===== src/rtl/imem_boot_loader.sv =====
// imem_boot_loader: boot-time program loader for the instruction memory.
// Accepts a byte stream (16-bit word count, then little-endian words),
// writes the words sequentially into instruction RAM and holds the CPU
// off the fetch port while a session is active. Outside a session, CPU
// fetches pass straight through to the memory read port.
//
// state   | meaning
// --------+----------------------------------------------------------
// S_IDLE  | no session; fetches pass through to memory
// S_LEN0  | waiting for word-count low byte
// S_LEN1  | waiting for word-count high byte; length is validated here
// S_DATA  | collecting the four bytes of the current word
// S_WRITE | one-cycle write of the assembled word
// S_DONE  | one-cycle completion pulse
// S_ERR   | illegal length; CPU held, no writes, waits for start

module imem_boot_loader #(
    parameter int DEPTH = 400
) (
    input  logic        clk,
    input  logic        reset,
    input  logic        start,
    input  logic [7:0]  rx_data,
    input  logic        rx_valid,
    output logic        rx_ready,
    input  logic [31:0] cpu_instr_rAddr,
    output logic [31:0] cpu_instr_code,
    output logic [31:0] mem_raddr,
    input  logic [31:0] mem_rdata,
    output logic        mem_we,
    output logic [31:0] mem_waddr,
    output logic [31:0] mem_wdata,
    output logic        cpu_hold,
    output logic        busy,
    output logic        done,
    output logic        error
);

    localparam int          IDX_W   = $clog2(DEPTH + 1);
    localparam logic [15:0] DEPTH_W = 16'(DEPTH);
    localparam logic [31:0] NOP     = 32'h0000_0013;

    typedef enum logic [2:0] {
        S_IDLE,
        S_LEN0,
        S_LEN1,
        S_DATA,
        S_WRITE,
        S_DONE,
        S_ERR
    } state_t;

    state_t           state_q, state_d;
    logic [15:0]      len_q, len_d;
    logic [IDX_W-1:0] word_idx_q, word_idx_d;
    logic [1:0]       byte_cnt_q, byte_cnt_d;
    logic [31:0]      word_q, word_d;

    logic             rx_ready_q, rx_ready_d;
    logic             cpu_hold_q, cpu_hold_d;
    logic             busy_q, busy_d;
    logic             done_q, done_d;
    logic             error_q, error_d;
    logic             mem_we_q, mem_we_d;
    logic [31:0]      mem_waddr_q, mem_waddr_d;
    logic [31:0]      mem_wdata_q, mem_wdata_d;

    logic             accept;
    logic [15:0]      len_full;
    logic [15:0]      idx_next;

    // rx_ready_q already reflects LEN0/LEN1/DATA, so it doubles as the handshake qualifier
    assign accept = rx_valid && rx_ready_q;

    // Next-state, datapath and registered-output computation
    always_comb begin
        state_d    = state_q;
        len_d      = len_q;
        word_idx_d = word_idx_q;
        byte_cnt_d = byte_cnt_q;
        word_d     = word_q;
        len_full   = {rx_data, len_q[7:0]};
        idx_next   = 16'(word_idx_q) + 16'd1;

        unique case (state_q)
            S_IDLE, S_ERR: begin
                if (start) begin
                    state_d    = S_LEN0;
                    word_idx_d = '0;
                    byte_cnt_d = '0;
                end
            end
            S_LEN0: begin
                if (accept) begin
                    len_d   = {8'h00, rx_data};
                    state_d = S_LEN1;
                end
            end
            S_LEN1: begin
                if (accept) begin
                    len_d = len_full;
                    if (len_full == 16'd0 || len_full > DEPTH_W) begin
                        state_d = S_ERR;
                    end else begin
                        state_d = S_DATA;
                    end
                end
            end
            S_DATA: begin
                if (accept) begin
                    case (byte_cnt_q)
                        2'd0:    word_d[7:0]   = rx_data;
                        2'd1:    word_d[15:8]  = rx_data;
                        2'd2:    word_d[23:16] = rx_data;
                        default: word_d[31:24] = rx_data;
                    endcase
                    byte_cnt_d = byte_cnt_q + 2'd1;
                    if (byte_cnt_q == 2'd3) begin
                        state_d = S_WRITE;
                    end
                end
            end
            S_WRITE: begin
                word_idx_d = word_idx_q + IDX_W'(1);
                state_d    = (idx_next == len_q) ? S_DONE : S_DATA;
            end
            S_DONE: begin
                state_d = S_IDLE;
            end
            default: begin
                state_d = S_IDLE;
            end
        endcase

        // Outputs are registered from the next state so they line up with it
        rx_ready_d  = (state_d == S_LEN0) || (state_d == S_LEN1) || (state_d == S_DATA);
        cpu_hold_d  = (state_d != S_IDLE);
        busy_d      = (state_d != S_IDLE);
        done_d      = (state_d == S_DONE);
        error_d     = (state_d == S_ERR);
        mem_we_d    = (state_d == S_WRITE);
        mem_waddr_d = mem_waddr_q;
        mem_wdata_d = mem_wdata_q;
        if (mem_we_d) begin
            mem_waddr_d = 32'(word_idx_q) << 2;
            mem_wdata_d = word_d;
        end
    end

    // State, counters and registered outputs with synchronous reset
    always_ff @(posedge clk) begin
        if (reset) begin
            state_q     <= S_IDLE;
            len_q       <= '0;
            word_idx_q  <= '0;
            byte_cnt_q  <= '0;
            word_q      <= '0;
            rx_ready_q  <= 1'b0;
            cpu_hold_q  <= 1'b0;
            busy_q      <= 1'b0;
            done_q      <= 1'b0;
            error_q     <= 1'b0;
            mem_we_q    <= 1'b0;
            mem_waddr_q <= '0;
            mem_wdata_q <= '0;
        end else begin
            state_q     <= state_d;
            len_q       <= len_d;
            word_idx_q  <= word_idx_d;
            byte_cnt_q  <= byte_cnt_d;
            word_q      <= word_d;
            rx_ready_q  <= rx_ready_d;
            cpu_hold_q  <= cpu_hold_d;
            busy_q      <= busy_d;
            done_q      <= done_d;
            error_q     <= error_d;
            mem_we_q    <= mem_we_d;
            mem_waddr_q <= mem_waddr_d;
            mem_wdata_q <= mem_wdata_d;
        end
    end

    assign rx_ready  = rx_ready_q;
    assign cpu_hold  = cpu_hold_q;
    assign busy      = busy_q;
    assign done      = done_q;
    assign error     = error_q;
    assign mem_we    = mem_we_q;
    assign mem_waddr = mem_waddr_q;
    assign mem_wdata = mem_wdata_q;

    // Fetch path: read port follows the CPU, data is replaced by NOP while held
    assign mem_raddr      = cpu_instr_rAddr;
    assign cpu_instr_code = cpu_hold_q ? NOP : mem_rdata;

endmodule


===== config.mk =====
export PLATFORM = sky130hd
export DESIGN_NAME = imem_boot_loader
export DESIGN_NICKNAME = d
export VERILOG_FILES = /design/src/rtl/imem_boot_loader.sv
export SDC_FILE = /design/constraint.sdc
export NUM_CORES = 1
export LEC_CHECK = 0
export CAP_MARGIN = 15
export CORE_AREA = 2 2 104 106
export CTS_BUF_LIST = sky130_fd_sc_hd__clkbuf_8
export CTS_CLUSTER_SIZE = 25
export DETAILED_ROUTE_END_ITERATION = 8
export DIE_AREA = 0 0 106 108
export PLACE_DENSITY = 0.86
export SYNTH_ARGS = -nofsm -noshare
export SYNTH_HDL_FRONTEND = slang
export SYNTH_SLANG_ARGS = --single-unit

===== constraint.sdc =====
create_clock -name clk -period 3.6 [get_ports clk]
set_clock_uncertainty 0.15 [all_clocks]
set_input_delay 0.36 -clock clk [delete_from_list [all_inputs] [get_ports clk]]
set_output_delay 0.36 -clock clk [all_outputs]
set_load 0.01 [all_outputs]

After elaboration in Yosys (flattened, before gate mapping):

Cells that the tools add are included.

* register bits: 108
* output and inout port bits: 134
* word-level logic and storage cells: 77

* add/sub/neg operators: 3
* $lt $le $gt $ge: 1
* equality and inequality tests: 19
* mux-type cells: 23
* bitwise logic cells: 1
* reductions and logical operators: 17

Operators by type and width (number)
* $mux W32: 3
* $mux W16: 2
* $mux W8: 4
* $pmux W16 S2: 1
* $mux W3: 7
* $pmux W9 S2: 1
* $eq A10 B16 Y1: 1
* $gt A16 B9 Y1 const B: 1
* $logic_not A16 Y1: 1
* $eq A3 B3 Y1 const B: 5
* $pmux W3 S5: 1
* $eq A3 B2 Y1 const B: 4
* $add A9 B1 Y10 const B: 1
* $add A9 B1 Y9 const B: 1
* $mux W9: 1
* $reduce_and A3 Y1: 3
* $ne A2 B2 Y1 const B: 4
* $eq A3 B1 Y1 const B: 2
* $reduce_bool A2 Y1: 3
* $eq A2 B2 Y1 const B: 2
* $mux W2: 2
* $pmux W2 S2: 1
* $logic_not A3 Y1: 1
* $logic_or A1 B1 Y1: 3
* other kinds (9): 9

Longest topological paths before layout:

Gate-level depths: netlist (run 1).

* depth after elaboration: 8
* depth in mapped cells: 8
* depth with buffers taken out: 7

Worst setup path after synthesis (run 1):

OpenSTA, ideal clock, no wires.

* kind: register to register
* start: register word_idx_q[0]
* end: register rx_ready_q (netlist: rx_ready)
* arrival: 2020 ps
* setup slack: 1314 ps
* stages on the path, launching flop included: 9
* buffers on the path: 1
* path through: dfxtp_1 > ha_1 > buf_4 > nand3_1 > or4_1 > a21oi_1 > o311ai_1 > or3_4 > and3_1

* word-level cells in the longest chain between the ends: 7
* elaborated cells between the ends (all ways): 9
* classes of those cells: add/sub (1); eq/ne (4); mux (2); reduce/logical (2)

RTL lines
* from (decl): RTL line 55 `logic [IDX_W-1:0] word_idx_q, word_idx_d;`
* from (signal assigned): RTL line 169 `word_idx_q <= word_idx_d;`
* $add A9 B1 Y10 (*): RTL line 83 `idx_next = 16'(word_idx_q) + 16'd1;`
* $eq A10 B16 Y1 (*): RTL line 125 `state_d = (idx_next == len_q) ? S_DONE : S_DATA;`
* $mux W3 (*): RTL line 125
* $pmux W3 S5 (*): RTL line 85 `unique case (state_q)`
* $eq A3 B1 Y1 / $eq A3 B2 Y1 (equally long branches): RTL line 136 `rx_ready_d = (state_d == S_LEN0) || (state_d == S_LEN1) || (state_d == S_DATA);`
* $logic_or A1 B1 Y1: RTL line 136
* $logic_or A1 B1 Y1 (*): RTL line 136
* to (signal assigned): RTL line 172 `rx_ready_q <= rx_ready_d;`
* to (decl): RTL line 59 `logic rx_ready_q, rx_ready_d;`

Mark *: on every way between the ends. The rest lies on a longest branch, timed or not.
A chain may end at the register's enable or synchronous reset.

Final worst setup path (run 1):

Same ends and word-level chain as after synthesis.

==> results of run 1 <==
==> power by group <==
group          switching [mW]  total (mW)  internal (mW)
clock                   0.416       0.770          0.354
sequential             0.0141        1.13           1.11
combinational           0.110       0.235          0.125
==> metrics by stage <==
step           area (µm²)  instances  total power, mW  setup WS (ns)  hold slack (ns)
2_1_floorplan        4796        584            1.304          1.314           0.3070
3_3_place_gp         5674        757            1.385          1.008           0.2963
3_5_place_dp         5674        757            1.387         0.9926           0.2999
4_1_cts              5892        773            2.141          1.003           0.3167
5_1_grt              5894        774            2.208         0.8797           0.3314
6_report             5894        774            2.131          1.031           0.3131
==> cell families (layout without fill, tap and decap cells) <==
group           count (synthesis)  after routing  synth area share, %
compound gates                 99             99                13.27
mux                            25             25                5.309
simple gates                  228            228                23.15
xor+xnor                       10             10                1.858
flops                         100            100                42.47
buf+inv                        94            147                12.53
other cells                     1             24              0.07956
fa+ha+maj                       5              5                1.327
==> synthesized netlist by cell type (all sizes together), types with 2 or more instances <==
library cell	n
a2111oi	2
dfxtp	100
nand4	4
buf	71
xnor2	5
a21oi	44
inv	3
or3	3
or4	2
a311oi	2
a21o	3
nand2	56
nor2b	29
ha	5
and2	3
and3	2
nand3	13
a22oi	9
clkbuf	20
or2	4
a211oi	27
mux2i	25
nand2b	3
nor3	12
o21ai	7
nand3b	3
xor2	5
nor2	83
nor4	4
==> flip-flops by register name, summed over array words and instances (netlist names) <==
name / cells
byte_cnt_q: 2
state_q: 3
len_q: 16
busy: 1
mem_wdata: 32
word_idx_q: 9
mem_we: 1
mem_waddr: 9
error: 1
rx_ready: 1
done: 1
word_q: 24
==> cell type report <==
type,count,share of cell area (%)
Clock buffer,10,2.335
Clock inverter,6,1.359
Multi-Input combinational cell,390,37.40
Timing Repair Buffer,128,21.82
Antenna cell,1,0.04245
Tap cell,136,2.887
Sequential cell,100,33.96
Inverter,3,0.1910
==> layer usage <==
| layer | vias up | part of all wire [%] | GRT usage, % |
|---|---|---|---|
| li1 | 1969 | - | - |
| met1 | 1903 | 39 | 24.91 |
| met2 | 150 | 52 | 40.83 |
| met3 | 30 | 6.5 | 4.822 |
| met4 | 0 | 2.8 | 8.083 |
| met5 | - | 0 | 0 |
==> worst max path at each step <==
stage                          startpoint  slack (ns)  cells after the start                    end
2_1_floorplan  word_idx_q[0]$_SDFFE_PP0P_        1.31                      8    rx_ready$_SDFF_PP0_
3_3_place_gp                   rx_data[6]        1.01                      7    rx_ready$_SDFF_PP0_
3_5_place_dp                   rx_data[6]        0.99                      7  state_q[2]$_SDFF_PP0_
4_1_cts                   busy$_SDFF_PP0_        1.00                      3     cpu_instr_code[24]
5_1_grt        word_idx_q[0]$_SDFFE_PP0P_        0.88                      7    rx_ready$_SDFF_PP0_
6_report       word_idx_q[0]$_SDFFE_PP0P_        1.03                      7    rx_ready$_SDFF_PP0_
==> cells in the final DEF, fill, tap and decap left out, drive strengths merged, types with 9 or more instances in the layout <==
master,instances
nor2b,29
clkdlybuf4s50,121
nand3,13
a22oi,9
nor3,12
nand2,56
dfxtp,100
conb,23
mux2i,25
clkbuf,10
nor2,83
a21oi,44
a211oi,27
==> worst min-delay path: stages, from the launching register on <==
cell     delay (ns)
dfxtp_1        0.32
nand2_1        0.05
a21oi_1        0.05
==> flow_metrics.env, run 1 <==
export IMPL_crit_arrival_ns=2.68
export IMPL_min_to="mem_waddr[5]$_SDFFE_PP0P_"
export IMPL_synth_cells=562
export IMPL_path_cells="ha_1, nand3_1, or4_1, a21oi_1, o311ai_1, or3_4, and3_1"
export IMPL_synth_warnings=0
export IMPL_period_share_pct=71.36
export IMPL_crit_slowest_cell="dfxtp_1"
export IMPL_start_util_pct=46.07
export IMPL_core_area_mm2=0.01023
export IMPL_clk_pin_slew_ns=0.10
export IMPL_hold_depth=2
export IMPL_crit_fanout=8
export IMPL_postCtsSetupBuffers=0
export IMPL_tightest_slew_ns=0.8434
export IMPL_final_setup_tns_ns=0
export IMPL_path_class="reg2reg"
export IMPL_rrSetupSlack_ns=1.03
export IMPL_num_io_pins=210
export IMPL_viasPerCell=5.235
export IMPL_synth_top_area_share_pct=42.47
export IMPL_status="finished, final reports clean"
export IMPL_max_stage_delay_ns=0.48
export IMPL_fp_dieW_um=106
export IMPL_relSlewSlack_pct=43.77
export IMPL_postCtsResizedCells=0
export IMPL_drt_iter0_markers=254
export IMPL_power_density_mw_per_mm2=361.5
export IMPL_multi_input_comb_area_mm2=0.002205
export IMPL_syn_to_final_growth_pct=25.06
export IMPL_fin_util_pct=57.61
export IMPL_drc=0
export IMPL_ant_nets=0
export IMPL_hp_start="mem_waddr[5]$_SDFFE_PP0P_"
export IMPL_yosysUniqueCellTypes=50
export IMPL_port_buffers=122
export IMPL_critPathBufInv=0
export IMPL_grt_max_degree=59
export IMPL_dr_pass1_iters=5
export IMPL_irDropWorstVdd_mv=0.2937
export IMPL_rsz0062_at_grt="no"
export IMPL_cts_tree="yes"
export IMPL_ys_ff_latch=100
export IMPL_cp_start_kind="flip-flop"
export IMPL_grt_pass1_vias=3872
export IMPL_dp_hpwl_um=9528
export IMPL_cts_inserted_buffers=9
export IMPL_cp_required_ns=3.71
export IMPL_async_flop_share_pct=0
export IMPL_antenna_found_initial=1
export IMPL_yosys_top_cells_area="dfxtp_1 42%, buf_4 9.1%, nor2_1 6.5%"
export IMPL_rows=37
export IMPL_vias=4052
export IMPL_ctsHoldBuffers=0
export IMPL_hold_class="reg2reg"
export IMPL_fp_dieH_um=108
export IMPL_die_area_mm2=0.01145
export IMPL_maxSlewViolCount=0
export IMPL_cts_sinks=100
export IMPL_timing_fmax_mhz=389.2
export IMPL_grt_pass1_wl_um=19800
export IMPL_finalHoldViolCount=0
export IMPL_fin_crit_ns=2.569
export IMPL_setup_violations=0
export IMPL_cts_root_buf="clkbuf_8"
export IMPL_synth_edf_count=0
export IMPL_timing_rr_end="rx_ready$_SDFF_PP0_"
export IMPL_regArea_mm2=0.002002
export IMPL_synth_area_mm2=0.004713
export IMPL_synth_avg_cell_area_um2=8.387
export IMPL_grt_remaining_overflow=0
export IMPL_drive_gt1_share_pct=5.651
export IMPL_yosysTopAreaCell="dfxtp_1"
export IMPL_drt_wl_total_um=12590
export IMPL_r2r_start="word_idx_q[0]$_SDFFE_PP0P_"
export IMPL_crit_family="simple AND/OR/NAND/NOR gates"
export IMPL_grt_usage_pct=22.05
export IMPL_gp_congestion=0.8884
export IMPL_wl_per_cell_um=16.26
export IMPL_end_kind="flip-flop"
export IMPL_p_leak_nw=2.204
export IMPL_layout_nets=713
export IMPL_clk_insertion_delay_late_ns=0.37
export IMPL_cts_max_level=3
export IMPL_reg2reg_depth=7
export IMPL_cap_violations=0
export IMPL_ys_seq_area_share_pct=42.47
export IMPL_fillerInstances=915
export IMPL_synthFlopType="dfxtp_1"
export IMPL_cts_buffer_depth=2
Note: power is estimated with default switching activity, not from simulation.
==> run 2, diff against run 1 <==
--- a/config.mk
+++ b/config.mk
@@ -6,12 +6,12 @@
 export NUM_CORES = 1
 export LEC_CHECK = 0
 export CAP_MARGIN = 15
-export CORE_AREA = 2 2 104 106
+export CORE_AREA = 2 2 113 115
 export CTS_BUF_LIST = sky130_fd_sc_hd__clkbuf_8
 export CTS_CLUSTER_SIZE = 25
 export DETAILED_ROUTE_END_ITERATION = 8
-export DIE_AREA = 0 0 106 108
-export PLACE_DENSITY = 0.86
+export DIE_AREA = 0 0 115 117
+export PLACE_DENSITY = 0.77
 export SYNTH_ARGS = -nofsm -noshare
 export SYNTH_HDL_FRONTEND = slang
 export SYNTH_SLANG_ARGS = --single-unit
==> constraint.sdc (replaced) <==
create_clock -name clk -period 2.2 [get_ports clk]
set_clock_uncertainty 0.15 [all_clocks]
set_input_delay 0.22 -clock clk [delete_from_list [all_inputs] [get_ports clk]]
set_output_delay 0.22 -clock clk [all_outputs]
set_load 0.01 [all_outputs]
==> flow_metrics.env, run 2 (same netlist as run 1, synthesis figures left out) <==
export IMPL_status="finished, final reports clean"
export IMPL_dr_pass1_iters=5
export IMPL_grt_max_degree=54
export IMPL_drive_gt1_share_pct=13.31
export IMPL_p_total_mw=3.467
export IMPL_wl_per_cell_um=15.26
export IMPL_drt_iter0_markers=257
export IMPL_cts_root_buf="clkbuf_8"
export IMPL_grt_remaining_overflow=0
export IMPL_setup_violations=0
export IMPL_drc=0
export IMPL_tightest_slew_ns=0.5596
export IMPL_cts_max_level=3
export IMPL_die_area_mm2=0.01346
export IMPL_diodes=0
export IMPL_fin_crit_ns=2.133
export IMPL_fp_dieW_um=115
export IMPL_gp_congestion=0.9047
export IMPL_worst_slack_ns=0.06710
export IMPL_irDropWorstVdd_mv=0.3148
export IMPL_path_cells="ha_4, nand3_2, or4_1, a21oi_2, o311ai_2, or3_4, and3_1"
export IMPL_fillerInstances=1144
export IMPL_power_density_mw_per_mm2=551.5
export IMPL_drt_wl_total_um=12600
export IMPL_mostFrequentLayoutCell="clkdlybuf4s50_1"
export IMPL_cts_buffer_depth=2
export IMPL_period_share_pct=96.95
export IMPL_routedLengthMet1_um=5252
export IMPL_pre_cts_slack_ns=-0.07401
export IMPL_vias=4196
export IMPL_hold_class="in2reg"
export IMPL_cp_start_kind="flip-flop"
export IMPL_clk_insertion_delay_late_ns=0.37
export IMPL_cts_tree="yes"
export IMPL_crit_arrival_ns=2.26
export IMPL_final_area_mm2=0.006286
export IMPL_grt_pass1_vias=3883
export IMPL_switchingPower_uw=862.0
export IMPL_fp_dieH_um=117
export IMPL_ant_nets=0
export IMPL_cap_violations=0
export IMPL_layout_nets=752
export IMPL_regArea_mm2=0.002007
export IMPL_p_int_mw=2.605
export IMPL_grt_usage_pct=18.13
export IMPL_core_area_mm2=0.01231
export IMPL_wl_met2_um=6388
export IMPL_pwr_share_seq_pct=52.9
export IMPL_final_cell_mix="121 x clkdlybuf4s50_1, 96 x dfxtp_1, 80 x nor2_1, 56 x nand2_1"
export IMPL_dp_hpwl_um=9417
export IMPL_start_util_pct=38.28
export IMPL_wl_met3_um=662
export IMPL_placed_area_mm2=0.005992
export IMPL_crit_fanout=3
export IMPL_num_io_pins=210
export IMPL_end_kind="flip-flop"
export IMPL_clkPwrFrac_pct=35.0
export IMPL_p_leak_nw=2.404
export IMPL_antenna_found_initial=0
export IMPL_finalHoldViolCount=0
export IMPL_timing_fmax_mhz=468.8
export IMPL_maxSlewViolCount=0
export IMPL_viasPerCell=5.080
export IMPL_cp_required_ns=2.32
export IMPL_crit_slowest_cell="or4_1"
export IMPL_max_stage_delay_ns=0.43
export IMPL_path_class="reg2reg"
export IMPL_grt_pass1_wl_um=19060
export IMPL_routed_top_layer="met4"
export IMPL_port_buffers=122
export IMPL_relSlewSlack_pct=62.60
export IMPL_clk_pin_slew_ns=0.10
export IMPL_cts_inserted_buffers=9
export IMPL_swShare_pct=24.87
export IMPL_cts_sinks=100
export IMPL_postCtsSetupBuffers=0
export IMPL_rows=41
export IMPL_multi_input_comb_area_mm2=0.002296
export IMPL_timing_hold_ws_ns=0.08013
export IMPL_p_comb_share_pct=12.1
export IMPL_syn_to_final_growth_pct=33.37
export IMPL_largest_register_ffs=32
==> run 2: cell count changes in the layout (fill, tap and decap cells not counted), sizes merged <==
cell    delta
inv        +1
clkinv     -1
diode      -1
buf       +39
==> run 2: final timing paths <==
path / start / endpoint / depth (start not counted) / slack [ns]
max: word_idx_q[1]$_SDFFE_PP0P_ / rx_ready$_SDFF_PP0_ / 7 / 0.07
min: reset / byte_cnt_q[0]$_SDFFE_PP0P_ / 2 / 0.08
max reg2reg: word_idx_q[1]$_SDFFE_PP0P_ / rx_ready$_SDFF_PP0_ / 7 / 0.07
min reg2reg: mem_waddr[5]$_SDFFE_PP0P_ / mem_waddr[5]$_SDFFE_PP0P_ / 2 / 0.31
==> run 2: layout make-up <==
| cell class | instances | share of cell area (%) |
|---|---|---|
| well taps | 150 | 2.986 |
| flip-flops and latches | 100 | 31.93 |
| clock buffers | 10 | 2.189 |
| repair buffers | 167 | 25.12 |
| inverters | 3 | 0.1791 |
| multi-input cells | 390 | 36.52 |
| clock inverters | 6 | 1.075 |
==> run 2: timing repair <==
action                                  4_1_cts  5_1_grt
resized for setup                             1       19
pin swaps                                     0        2
hold buffers                                  0        0
endpoints found under the setup margin        1        5
==> run 2: metrics by stage <==
step | setup TNS [ns] | cells | util, %
after floorplan | 0 | 584 | -
after global routing | -0.005075 | 826 | 51.06
final | 0 | 826 | 51.06
after CTS | 0 | 826 | 50.35
after global placement | -0.2826 | 810 | 48.67
after detailed placement | -0.2818 | 810 | 48.67
==> run 2: power groups by stage <==
stage | clock [mW] | combinational [mW] | sequential, mW
global route | 1.29 | 0.455 | 1.83
global placement | 0 | 0.412 | 1.87
floorplan | 0 | 0.261 | 1.87
finish | 1.21 | 0.421 | 1.83
detailed placement | 0 | 0.418 | 1.87
CTS | 1.24 | 0.419 | 1.83
==> run 2: layer usage <==
metal,global-route usage (%),vias to the layer above
li1,-,2053
met1,21.43,1988
met2,32.55,131
met3,2.987,24
met4,7.871,0
met5,0,-
==> run 2: worst max-delay path: cells and delay by family (launching register included) <==
kind,cells,cell delay (ns)
AOI/OAI and AO/OA,2,0.28
adders and majority gates,1,0.15
DFF,1,0.36
and+or+nand+nor,4,1.09
==> variant 1: new RTL, config.mk and constraints of run 2 <==
The 7 states of `state_t` get a one-hot encoding in 7 bits.
--- a/src/rtl/imem_boot_loader.sv
+++ b/src/rtl/imem_boot_loader.sv
@@ -40,14 +40,14 @@
     localparam logic [15:0] DEPTH_W = 16'(DEPTH);
     localparam logic [31:0] NOP     = 32'h0000_0013;
 
-    typedef enum logic [2:0] {
-        S_IDLE,
-        S_LEN0,
-        S_LEN1,
-        S_DATA,
-        S_WRITE,
-        S_DONE,
-        S_ERR
+    typedef enum logic [6:0] {
+        S_IDLE  = 7'b0000001,
+        S_LEN0  = 7'b0000010,
+        S_LEN1  = 7'b0000100,
+        S_DATA  = 7'b0001000,
+        S_WRITE = 7'b0010000,
+        S_DONE  = 7'b0100000,
+        S_ERR   = 7'b1000000
     } state_t;
 
     state_t           state_q, state_d;
Check against the original RTL: same outputs for any inputs over 4 cycles, from zero or initial values and one cycle with reset high; so few cycles prove little.
==> variant 1 against run 2 <==
Sequential share of layout area up 0.94 points; sequential cell count up 4; fmax down 0.42%; count of clock-buffer cells in the layout down 1; routed wire length up 1.5%; cell count down 0.12%; synthesized area up 3.2%; combinational power up 7.6%; first-iteration DRC count down 5.4%; setup slack worse by 0.0090 ns; power up 7.9%; final area up 1.4%; core utilization up 0.70 points; critical path type unchanged; largest power group unchanged; highest routed layer unchanged.
==> variant 1: results (changes against run 2) <==
- The first-pass iteration count of the detailed router was 4 (-1).
- The worst endpoint data arrival time was 2.24 ns (-0.02 ns).
- The number of distinct library cell variants in the gate-level netlist after synthesis is 49 (-2.0%).
- In this run the worst setup path terminates at byte_cnt_q[1].
- The number of cells traversed by the worst register-to-register path was 6 (-1).
- The number of global-route vias before repair is 3981 (+2.5%).
- Ranked by total cell area, the synthesized netlist is headed by sky130_fd_sc_hd__dfxtp_1 (43%), sky130_fd_sc_hd__buf_4 (9.0%), sky130_fd_sc_hd__nor2_1 (7.0%), sky130_fd_sc_hd__mux2i_1 (7.0%), sky130_fd_sc_hd__a211oi_1 (4.0%).
- The highest clock frequency the design can meet is 0.467 GHz (-0.42%).
- The aggregate global-route resource usage was 0.185 (+0.00358).
- The number of design-rule violations left by the first detailed-router iteration is 243 (-5.4%).
- The met3 layer wire length in the routed design is 864 um (+31%).
- The final RePlAce weighted congestion is 0.841 (-7.0%).
- The delay of the slowest cell on the worst path is 0.59 ns (+0.16 ns).
- The worst setup slack before clock tree synthesis is -0.0126 ns (+0.0615 ns).
- The worst-case vdd ir drop is 468 uV (+49%).
- The largest net degree at the start of global routing is 48 (-11%).
- The instance count of the mapped netlist is 570 (+1.4%).
- The flow ran to the end, and the final reports show no timing, DRC or antenna violations.
- The worst hold path terminates at error.
- The count of placed standard cells including taps is 809 (-0.12%).
- The launch point of the critical path is state_q[3].
- The maximum fanout along the worst path is 5 (+2).
- The static leakage is 2.48 nW (+3.1%).
- The fraction of layout instances using a drive strength above 1 is 0.113 (-0.0205).
- The quantity of gates resized following cts is 3 (+2).
- The startpoint identified for the worst register-to-register timing path is state_q[3].
- The met2 usage in global routing is 0.336 (+0.0102).
- The HPWL after detailed placement is 9580 um (+1.8%).
- The routed length on met2 is 6420 um (+0.49%).
-- variant 1: cell count changes in the layout (fill, tap and decap cells not counted), sizes merged, moves of 4 or more --
| cell | delta |
|---|---|
| buf | -10 |
| nand2 | -12 |
| a21oi | -10 |
| nor3 | -4 |
| nor4 | +5 |
| nor2 | +9 |
| mux2i | +9 |
| dfxtp | +4 |
| nand3 | -4 |
-- variant 1: cells by family after synthesis --
group / synth area share
compound gates: 0.136
xor+xnor: 0.0162
fa+ha+maj: 0.0129
buf+inv: 0.121
flops: 0.428
mux: 0.0700
other cells: 0.000771
simple gates: 0.215
-- variant 1: layout make-up --
class                           count  area [um2]
Sequential cell                   104        2090
Inverter                            7        26.3
Tap cell                          150         188
Clock inverter                      7         111
Multi-Input combinational cell    391        2310
Timing Repair Buffer              157        1520
Fill cell                        1126        5940
Clock buffer                        9         124
-- variant 1: power breakdown --
group | total, mW | switching, mW | internal (mW)
registers | 1.90 | 0.0159 | 1.89
logic | 0.453 | 0.207 | 0.246
clock network | 1.39 | 0.717 | 0.669
==> variant 2: new RTL, settings of run 2 <==
Made on the original files. `DEPTH`: 400 -> 200.
--- a/src/rtl/imem_boot_loader.sv
+++ b/src/rtl/imem_boot_loader.sv
@@ -15,7 +15,7 @@
 // S_ERR   | illegal length; CPU held, no writes, waits for start
 
 module imem_boot_loader #(
-    parameter int DEPTH = 400
+    parameter int DEPTH = 200
 ) (
     input  logic        clk,
     input  logic        reset,
Behaviour: not the same (a bounded check fails within 4 cycles, from zero or initial values and one cycle with reset high).
==> variant 2 against run 2 <==
Critical path depth did not move; final area decreased by 5.3%; setup slack lost 0.029 ns; non-clock buffer count is 18 lower; synthesized area shrank 3.4%; sequential cell count down 2; power down 2.1%; synthesized cell count shrank 5.2%; routed wire length shrank 8.8%; largest power group unchanged.
==> variant 2: results (changes against run 2) <==
- The total number of H-tree levels came to 3 (unchanged).
- The number of setup violations in the final report is 0 (unchanged).
- The sequential cell area fraction in the yosys report came to 0.431 (+0.00626).
- The length of routed wiring on met1 came to 4740 um (-9.7%).
- The met2 usage in global routing is 0.287 (-0.0380).
- The number of fillers in the final layout was 1148 (+0.35%).
- The async set-or-reset flop fraction in the synthesized netlist came to 0 (unchanged).
- The most used flip-flop cell after synthesis is sky130_fd_sc_hd__dfxtp_1.
- The first-pass GRT wire length is 18200 um (-4.7%).
- The total routed wirelength is 11500 um (-8.8%).
- The number of design-rule violations left by the first detailed-router iteration was 230 (-11%).
- The number of distinct library cell variants in the gate-level netlist after synthesis is 48 (-4.0%).
- The number of buffers added for setup after CTS is 0 (unchanged).
- The first-pass iteration count of the detailed router is 4 (-1).
- The worst-case vdd ir drop is 429 uV (+36%).
- The fraction of layout instances using a drive strength above 1 came to 0.0995 (-0.0336).
- The cell type of the slowest stage on the worst timing path is sky130_fd_sc_hd__dfxtp_1.
- The later-pin clock latency in the skew report came to 0.37 ns (about the same).
- The largest net degree at the start of global routing is 49 (-9.3%).
- The total inserted antenna cells was 0 (unchanged).
- The routed length on met2 came to 5780 um (-9.5%).
- The top metal layer carrying routed signals is met4.
- The minimum hold slack is 0.148 ns (+0.0683 ns).
- Sorting the synthesized cells by area gives the leading types as sky130_fd_sc_hd__dfxtp_1 (43%), sky130_fd_sc_hd__buf_4 (9.4%), sky130_fd_sc_hd__nor2_1 (6.8%), sky130_fd_sc_hd__mux2i_1 (5.3%), sky130_fd_sc_hd__a21oi_1 (4.3%).
- The aggregate global-route resource usage was 0.169 (-0.0124).
- The worst hold path terminates at word_idx_q[0].
- The number of nets in the final layout was 709 (-5.7%).
- The met3 routing resource usage after global routing was 0.0319 (+0.00206).
- The startpoint identified for the worst register-to-register timing path is word_idx_q[0].
- The net switching fraction of the power came to 0.248 (about the same).
- The delay of the slowest cell on the worst path is 0.37 ns (-0.06 ns).
- The transition time at the pin with the least slew margin is 0.517 ns (-0.0426 ns).
- The final RePlAce weighted congestion is 0.827 (-8.6%).
- The global-route congestion overflow total is 0 (unchanged).
- The worst setup path is of the register to register kind.
- The worst reg-to-reg setup slack is 0.04 ns (-0.03 ns).
- The met3 layer wire length in the routed design is 628 um (-5.1%).
- The total of buffers placed on input and output ports is 121 (-0.82%).
- The flow ran to the end, and the final reports show no timing, DRC or antenna violations.
- The number of buffers on the longest clock path is 2 (unchanged).
- The static leakage is 2.36 nW (-2.0%).
- The HPWL after detailed placement is 8270 um (-12%).
- The endpoint identified for the worst register-to-register timing path is rx_ready.
- The via count of the routed design was 3931 (-6.3%).
- The met1 layer usage reported by global route is 0.209 (-0.00535).
- In the synthesized netlist, the cells that appear most often are sky130_fd_sc_hd__dfxtp_1 (98), sky130_fd_sc_hd__nor2_1 (83), sky130_fd_sc_hd__buf_4 (57), sky130_fd_sc_hd__nand2_1 (43), sky130_fd_sc_hd__a21oi_1 (39).
- The startpoint of the most critical hold path is reset.
- Broken down by cell family, the worst path's largest delay share belongs to simple AND/OR/NAND/NOR gates.
- The number of global-route vias before repair is 3753 (-3.3%).
variant 2: area by class of cell:
class	count	area (um2)	share of cell area
Inverter	5	18.8	0.00315
Sequential cell	98	1960	0.330
Timing Repair Buffer	149	1450	0.244
Clock buffer	9	124	0.0208
Tap cell	150	188	0.0315
Multi-Input combinational cell	365	2130	0.358
Clock inverter	7	71.3	0.0120
variant 2: cell families (layout without fill, tap and decap cells):
| family | Yosys count | after routing | share of synthesized area |
|---|---|---|---|
| compound gates | 90 | 90 | 0.126 |
| xor+xnor | 14 | 14 | 0.0269 |
| fa+ha+maj | 5 | 5 | 0.0137 |
| buf+inv | 93 | 170 | 0.130 |
| flops | 98 | 98 | 0.431 |
| mux | 24 | 24 | 0.0528 |
| other cells | 1 | 24 | 0.000824 |
| simple gates | 208 | 208 | 0.219 |
variant 2: metrics by stage:
| stage | instances | worst slack, ns | setup TNS, ns | instance area [um2] |
|---|---|---|---|---|
| CTS | 783 | 0.00708 | 0 | 5910 |
| detailed placement | 767 | -0.129 | -0.181 | 5710 |
| global route | 783 | -0.103 | -0.132 | 5950 |
| global placement | 767 | -0.0211 | -0.0211 | 5710 |
| finish | 783 | 0.0385 | 0 | 5950 |
| floorplan | 556 | 0.129 | 0 | 4640 |
variant 2: repair_timing:
| action | in CTS | in global routing |
|---|---|---|
| endpoints found under the hold margin | 0 | 0 |
| setup endpoints to repair | 0 | 5 |
| hold buffers | 0 | 0 |
| gates resized for setup | 0 | 10 |
variant 2: power by group through the flow:
stage / combinational (mW) / clock (mW) / sequential, mW
6_report: 0.453 / 1.15 / 1.79
5_1_grt: 0.487 / 1.24 / 1.80
4_1_cts: 0.453 / 1.17 / 1.79
3_5_place_dp: 0.451 / 0 / 1.84
3_3_place_gp: 0.443 / 0 / 1.84
2_1_floorplan: 0.271 / 0 / 1.84
